### src/rtl/fetch_buffer_stage.sv
`default_nettype none
// ============================================================================
// Module   : fetch_buffer_stage
// Purpose  : Instruction-fetch stage sitting after the next-PC register.
//            Issues one synchronous instruction-memory read per accepted PC,
//            captures the returned word one cycle later, and queues
//            {pc, instr, misalign} in a small FIFO. Decode drains the FIFO
//            with a valid/ready handshake. A flush (redirect) empties the
//            FIFO and cancels the outstanding read.
// Ports    : clk          - clock, all state changes on rising edge
//            rst          - synchronous reset, active low
//            pc_in        - current PC from next-PC register
//            pc_hold      - next-PC must not advance (request not accepted)
//            flush        - redirect; drop buffered and in-flight fetches
//            imem_req     - instruction-memory read strobe
//            imem_addr    - instruction-memory read address
//            imem_rdata   - read data, valid one cycle after imem_req
//            id_valid     - FIFO head valid toward decode
//            id_ready     - decode accepts the head
//            id_pc        - head PC
//            id_pc_plus4  - head PC + 4 (wraps mod 2^32)
//            id_instr     - head instruction (0 for misaligned PCs)
//            id_misalign  - head PC not word aligned
// Revision : 1.0 - initial release
// ============================================================================
module fetch_buffer_stage #(
    parameter int BUF_DEPTH = 2
) (
    input  logic        clk,
    input  logic        rst,
    input  logic [31:0] pc_in,
    output logic        pc_hold,
    input  logic        flush,
    output logic        imem_req,
    output logic [31:0] imem_addr,
    input  logic [31:0] imem_rdata,
    output logic        id_valid,
    input  logic        id_ready,
    output logic [31:0] id_pc,
    output logic [31:0] id_pc_plus4,
    output logic [31:0] id_instr,
    output logic        id_misalign
);

    localparam int                 c_PTR_W     = (BUF_DEPTH > 1) ? $clog2(BUF_DEPTH) : 1;
    localparam int                 c_CNT_W     = $clog2(BUF_DEPTH + 1);
    localparam logic [c_CNT_W-1:0] c_DEPTH     = c_CNT_W'(BUF_DEPTH);
    localparam logic [c_CNT_W:0]   c_DEPTH_EXT = (c_CNT_W + 1)'(BUF_DEPTH);
    localparam logic [c_PTR_W-1:0] c_PTR_ONE   = c_PTR_W'(1);

    // FIFO storage (no reset: contents are only observed through a valid head)
    logic [31:0]        r_pc_q    [BUF_DEPTH];
    logic [31:0]        r_instr_q [BUF_DEPTH];
    logic               r_mis_q   [BUF_DEPTH];

    logic [c_PTR_W-1:0] r_rd_ptr;
    logic [c_PTR_W-1:0] r_wr_ptr;
    logic [c_CNT_W-1:0] r_count;

    // Outstanding memory read, answered on the next cycle
    logic               r_inflight;
    logic [31:0]        r_inflight_pc;
    logic               r_inflight_mis;

    logic               w_head_valid;
    logic               w_pop;
    logic               w_push;
    logic               w_issue;
    logic [c_CNT_W:0]   w_occ;

    assign w_head_valid = rst & (r_count != '0);
    assign w_pop        = w_head_valid & id_ready;

    // The read answer is captured only while no redirect/reset is killing it;
    // a flush in the answer cycle is covered here, a flush one cycle earlier
    // already cleared r_inflight.
    assign w_push       = rst & ~flush & r_inflight;

    // Occupancy after this cycle, counting the outstanding read as a reserved
    // slot. A new read is issued only if it is guaranteed a slot next cycle,
    // which is what makes a push into a full FIFO impossible.
    assign w_occ        = {1'b0, r_count}
                        + {{c_CNT_W{1'b0}}, r_inflight}
                        - {{c_CNT_W{1'b0}}, w_pop};
    assign w_issue      = rst & ~flush & (w_occ < c_DEPTH_EXT);

    assign imem_req     = w_issue;
    assign imem_addr    = pc_in;
    assign pc_hold      = ~w_issue;

    // Control state: reset and flush share one clearing path
    always_ff @(posedge clk) begin
        if (!rst || flush) begin
            r_count    <= '0;
            r_rd_ptr   <= '0;
            r_wr_ptr   <= '0;
            r_inflight <= 1'b0;
        end else begin
            if (w_push) begin
                r_wr_ptr <= r_wr_ptr + c_PTR_ONE;
            end
            if (w_pop) begin
                r_rd_ptr <= r_rd_ptr + c_PTR_ONE;
            end
            case ({w_push, w_pop})
                2'b10:   r_count <= r_count + 1'b1;
                2'b01:   r_count <= r_count - 1'b1;
                default: r_count <= r_count;
            endcase
            r_inflight <= w_issue;
        end
    end

    // Tag of the outstanding read; only meaningful while r_inflight is set
    always_ff @(posedge clk) begin
        if (w_issue) begin
            r_inflight_pc  <= pc_in;
            r_inflight_mis <= (pc_in[1:0] != 2'b00);
        end
    end

    // Misaligned fetches still perform the read but enqueue a nop (all zero)
    always_ff @(posedge clk) begin
        if (w_push) begin
            r_pc_q[r_wr_ptr]    <= r_inflight_pc;
            r_instr_q[r_wr_ptr] <= r_inflight_mis ? 32'h0000_0000 : imem_rdata;
            r_mis_q[r_wr_ptr]   <= r_inflight_mis;
        end
    end

`ifndef SYNTHESIS
    always_ff @(posedge clk) begin
        if (w_push) begin
            assert (r_count != c_DEPTH);
        end
    end
`endif

    assign id_valid    = w_head_valid;
    assign id_pc       = w_head_valid ? r_pc_q[r_rd_ptr]            : 32'h0000_0000;
    assign id_pc_plus4 = w_head_valid ? r_pc_q[r_rd_ptr] + 32'd4    : 32'h0000_0000;
    assign id_instr    = w_head_valid ? r_instr_q[r_rd_ptr]         : 32'h0000_0000;
    assign id_misalign = w_head_valid ? r_mis_q[r_rd_ptr]           : 1'b0;

endmodule
`default_nettype wire

### config.mk
export PLATFORM = sky130hd
export DESIGN_NAME = fetch_buffer_stage
export DESIGN_NICKNAME = d
export VERILOG_FILES = /design/src/rtl/fetch_buffer_stage.sv
export SDC_FILE = /design/constraint.sdc
export NUM_CORES = 1
export LEC_CHECK = 0
export BUFFER_PORTS_ARGS = -buffer_cell sky130_fd_sc_hd__buf_2
export CAP_MARGIN = 25
export CORE_MARGIN = 2
export CORE_UTILIZATION = 57
export DETAILED_ROUTE_END_ITERATION = 7
export GPL_TIMING_DRIVEN = 0
export MAX_ROUTING_LAYER = met4
export PLACE_DENSITY = 0.95
export SETUP_SLACK_MARGIN = 0.3
export SYNTH_ARGS = -nofsm -noshare
export SYNTH_HDL_FRONTEND = slang
export SYNTH_SLANG_ARGS = --single-unit
### constraint.sdc
create_clock -name clk -period 6.75 [get_ports clk]
set_input_delay 1.35 -clock clk [delete_from_list [all_inputs] [get_ports clk]]
set_output_delay 1.35 -clock clk [all_outputs]
set_load 0.05 [all_outputs]
After elaboration in Yosys (flattened, before gate mapping)
Memory sizes are Yosys's and may differ from the RTL's. A register that Yosys moved wholly into a read port is not among the register bits.
Index checks and enable logic that the tools add are counted.
{ "word_totals": {"register_bits": 38, "ramBits": 130, "in_bits": 68, "out_inout_bits": 132, "word_cells": 45, "n_memories": 3} }
{ "memory_table": {"columns": ["name", "words", "word_bits", "rd", "rd_ports_with_merged_regs", "wr", "line", "text"], "rows": [
  ["r_instr_q", 2, 32, 1, 1, 1, "53", "logic [31:0] r_instr_q [BUF_DEPTH];"],
  ["r_pc_q", 2, 32, 1, 1, 1, "52", "logic [31:0] r_pc_q [BUF_DEPTH];"],
  ["r_mis_q", 2, 1, 1, 1, 1, "54", "logic r_mis_q [BUF_DEPTH];"]
]} }
{ "classes": {"n_addsub": 7, "magnitude_cmp": 1, "eq_ne": 2, "mux": 14, "bitwise_logic": 7, "reduce_logical": 5} }
{ "op_table": {"columns": ["op", "count"], "rows": [
  ["2-to-1 mux 32 bit", 4],
  ["adder 32 x 3 -> 32 bit (second input constant)", 1],
  ["2-to-1 mux 1 bit", 9],
  ["nonzero test 2 bit", 3],
  ["AND 1 bit", 5],
  ["one-hot mux 2 bit (2 select lines)", 1],
  ["adder 2 x 1 -> 3 bit", 1],
  ["< comparator 3 x 2 -> 1 bit (second input constant)", 1],
  ["subtractor 3 x 1 -> 3 bit", 1],
  ["adder 1 bit (second input constant)", 2],
  ["adder 2 x 1 -> 2 bit (second input constant)", 1],
  ["equality test 2 x 1 -> 1 bit (second input constant)", 1],
  ["equality test 2 bit (second input constant)", 1],
  ["NOT 1 bit", 2],
  ["subtractor 2 x 1 -> 2 bit (second input constant)", 1],
  ["logical NOT 1 bit", 1],
  ["logical OR 1 bit", 1]
]} }

Logic depth before layout (Yosys ltp)
{ "depth": {"word_depth": 7, "ltp_mapped": 11, "mapped_depth_nobuf": 7} }

Worst setup path before layout
No wires, ideal clock.
{ "synth_timing": {"path_kind": "input -> output", "start": "input port rst", "end": "output port pc_hold", "arrival_ps": 4544, "required_time_ps": 5400, "slack_ps": 856, "stages": 8, "n_path_buf": 2, "cell_sequence": "o21ai_0 clkbuf_1 clkbuf_1 nor2_1 fa_1 xnor2_1 and3_1 inv_1"} }
{ "synth_between": {"elab_chain_cells": 6} }
{ "synth_lines": {"columns": ["element", "line", "text"], "rows": [
  ["start, declared", "30", "input logic rst,"],
  ["AND 1 bit", "71", "assign w_head_valid = rst & (r_count != '0);"],
  ["AND 1 bit", "72", "assign w_pop = w_head_valid & id_ready;"],
  ["subtractor 3 x 1 -> 3 bit", "84", "- {{c_CNT_W{1'b0}}, w_pop};"],
  ["< comparator 3 x 2 -> 1 bit", "85", "assign w_issue = rst & ~flush & (w_occ < c_DEPTH_EXT);"],
  ["AND 1 bit *", "85", null],
  ["via imem_req", "34", "output logic imem_req,"],
  ["NOT 1 bit *", "89", "assign pc_hold = ~w_issue;"],
  ["end, declared", "32", "output logic pc_hold,"]
]} }
Mark *: on every way through the listed nets, which the timed path passes. The rest lies on a longest branch.

Final worst setup path
{ "layout_timing": {"start": "input port rst", "end": "output port imem_req"} }
{ "layout_between": {"elab_chain_cells": 5} }
{ "layout_lines": {"columns": ["element", "line"], "rows": [
  ["AND 1 bit", "71"],
  ["AND 1 bit", "72"],
  ["subtractor 3 x 1 -> 3 bit", "84"],
  ["< comparator 3 x 2 -> 1 bit", "85"],
  ["AND 1 bit *", "85"],
  ["end, declared", "34"]
]} }
Every way passes the cells marked *; elsewhere a longest branch is shown, timed or not.

==> results.cfg <==
[synth]
syn_avg_cell_area_um2 = 13.2
yosysTopAreaCell = edfxtp_1
synth.top_cell.area_share = 0.637
synth.top_cells.by_area = edfxtp_1 (64%), mux2i_1 (7.7%), nor2_1 (4.0%)
synth_cell_types = 46
netlist_instances = 584
synth_ff_type = edfxtp_1
ys_ff_latch = 169
synth_common_cells = edfxtp_1 (163), nor2_1 (81), mux2i_1 (59)
syn-cell-area_mm2 = 0.00769
syn_nets = 654
async_flop_share = 0
synth_seq_area_share = 0.652
synth_most_common_cell = edfxtp_1
synth_enable_flop_cells = 163
yosys_warnings = 0

[critical_path]
start_kind = input port
arrival_ns = 4.59
cp_max_fo = 35
criticalPathCategory = input port to output port
critPathRequiredTime_ns = 5.40
critPathCaptureType = output port

[clock_network]
cts_buffer_depth = 2
cts_max_level = 4
cts_setup_buffers = 0
cts-root-buf = clkbuf_16
path_clk_slew_ns = 0.06
cts_hold_buffers = 0
cts_buffers = 17
cts_sinks = 169
cts_resized = 0
clock_insertion_delay_worst_skew_ns = 0.42
cts_tree = yes

[sta]
rsz0062_at_grt = no
clock_skew_ns = 0.00705
drv_slew = 0
setup-violations-final = 0
maxSlewHeadroom = 0.272
fin_crit_ns = 5.94
setup_tns_ns = 0
period_share = 0.879
tightest_slew_ns = 1.09
hold_viol_final = 0
fmax_mhz = 168

[die]
num_io_pins = 200
num_rows = 42
die_x_um = 120
die_h_um = 120
dieArea_mm2 = 0.0144
core_mm2 = 0.0132
start_util = 0.583

[route]
drtIter0Drc = 554
drt_first_pass_iters = 7
drc = 0
postRouteAntennaNets = 0
post_drt_wl_per_cell_um = 18.0
vias = 5599
via_per_inst = 5.63
drt_wl_total_mm = 17.9

[final_layout]
drive_gt1_frac = 0.359
fillers = 852
ff_latch_area_mm2 = 0.00501
stdcell_count = 994
syn_to_final_growth_pct = 24.3
multiInputGateArea_mm2 = 0.00228
nNetsFinal = 874

[global_route]
grt_max_degree = 66
grt.total_usage = 0.261
grt.overflow.total = 0
grt_pass1_vias = 5219
antenna_found_initial = 1
grt_pass1_wl_mm = 27.3

[pwr]
p_per_area_mw_per_mm2 = 242
total_leakage_power_nw = 3.66
vdd_drop_max_mv = 0.186

[placement]
hpwl_mm = 12.9
gp_routability_congestion = 0.929
port_buffers = 199
placed_cells = 961

[outcome]
status = finished, final reports clean

[hold_path]
min_path_type = register to register

[run]
max_cap_viol_count = 0
-- layout by cell type (no fill, tap or decap), drive strengths merged, types with 2 or more instances in the layout --
cell,instances
o41ai,2
clkbuf,28
nor4,6
a22oi,2
and3,3
clkinvlp,5
o31a,4
a32o,5
clkinv,3
inv,11
nor2b,35
nand4,11
nand2b,5
nor2,81
nand4b,5
and2,4
nand2,35
o21a,2
bufinv,2
mux2,4
edfxtp,163
xor2,4
nand3,18
xnor2,14
mux2i,59
o31ai,7
a21oi,6
o21ai,15
buf,250
nand3b,2
nor3,7
or2,3
and2b,3
dfxtp,6
-- registers in the layout, summed over array words and instances, names as in the netlist, named ones only --
signal          flops
r_count             2
r_inflight          1
r_inflight_mis      1
r_inflight_pc      32
r_instr_q          64
r_mis_q             2
r_pc_q             64
r_rd_ptr            1
r_wr_ptr            1
-- per-layer routing --
metal  wire length [um]  GRT usage  vias to the layer above
met3               1490     0.0542                       45
met4                420      0.104                        0
li1                   -          -                     2551
met5                  0          -                        -
met1               7140      0.328                     2649
met2               8890      0.420                      354
-- logic make-up after synthesis --
group | synth area share
fa+ha+maj | 0.00423
mux | 0.0827
buf+inv | 0.0527
simple gates | 0.146
compound gates | 0.0417
xor+xnor | 0.0205
flops | 0.652
-- critical path, stage by stage --
cell      delay (ns)
buf_2           0.12
o21ai_0         0.15
clkbuf_1        0.45
clkbuf_1        0.56
nor2_1          0.15
fa_1            0.44
xnor2_1         0.19
and3_2          0.77
buf_2           0.40
-- final cells by class --
type                            instances  area share
Clock buffer                           17      0.0445
Inverter                                6     0.00236
Buffer                                 60      0.0401
Tap cell                              176      0.0230
Clock inverter                         15      0.0173
Multi-Input combinational cell        349       0.239
Sequential cell                       169       0.525
Antenna cell                            1    0.000262
Timing Repair Buffer                  201       0.109
-- final timing paths --
| check | from | to | slack, ns | cells after the start |
|---|---|---|---|---|
| setup reg to reg | r_count[1] | r_inflight_pc[3] | 3.04 | 7 |
| hold / removal | r_inflight_pc[3] | r_pc_q[0][3] | 0.45 | 0 |
| hold reg to reg | r_inflight_pc[3] | r_pc_q[0][3] | 0.45 | 0 |
| setup / recovery | rst | imem_req | 0.81 | 9 |
-- where the power goes --
part | leakage, nW | switching (W) | internal [W]
logic | 1.85 | 0.000117 | 0.0000555
registers | 1.54 | 0.00000910 | 0.00117
clock network | 0.272 | 0.000409 | 0.000551
-- stage by stage --
step / worst slack, ns / total power, W / util / hold slack [ns] / instance area, um2
2_1_floorplan: 0.856 / 0.00132 / - / 0.421 / 7690
3_3_place_gp: 0.295 / 0.00137 / 0.675 / 0.423 / 8900
3_5_place_dp: 0.822 / 0.00137 / 0.680 / 0.432 / 8960
4_1_cts: 0.784 / 0.00232 / 0.724 / 0.447 / 9560
5_1_grt: 0.654 / 0.00238 / 0.725 / 0.457 / 9560
6_report: 0.814 / 0.00231 / 0.725 / 0.445 / 9560
Power figures use the tool's default switching activity.
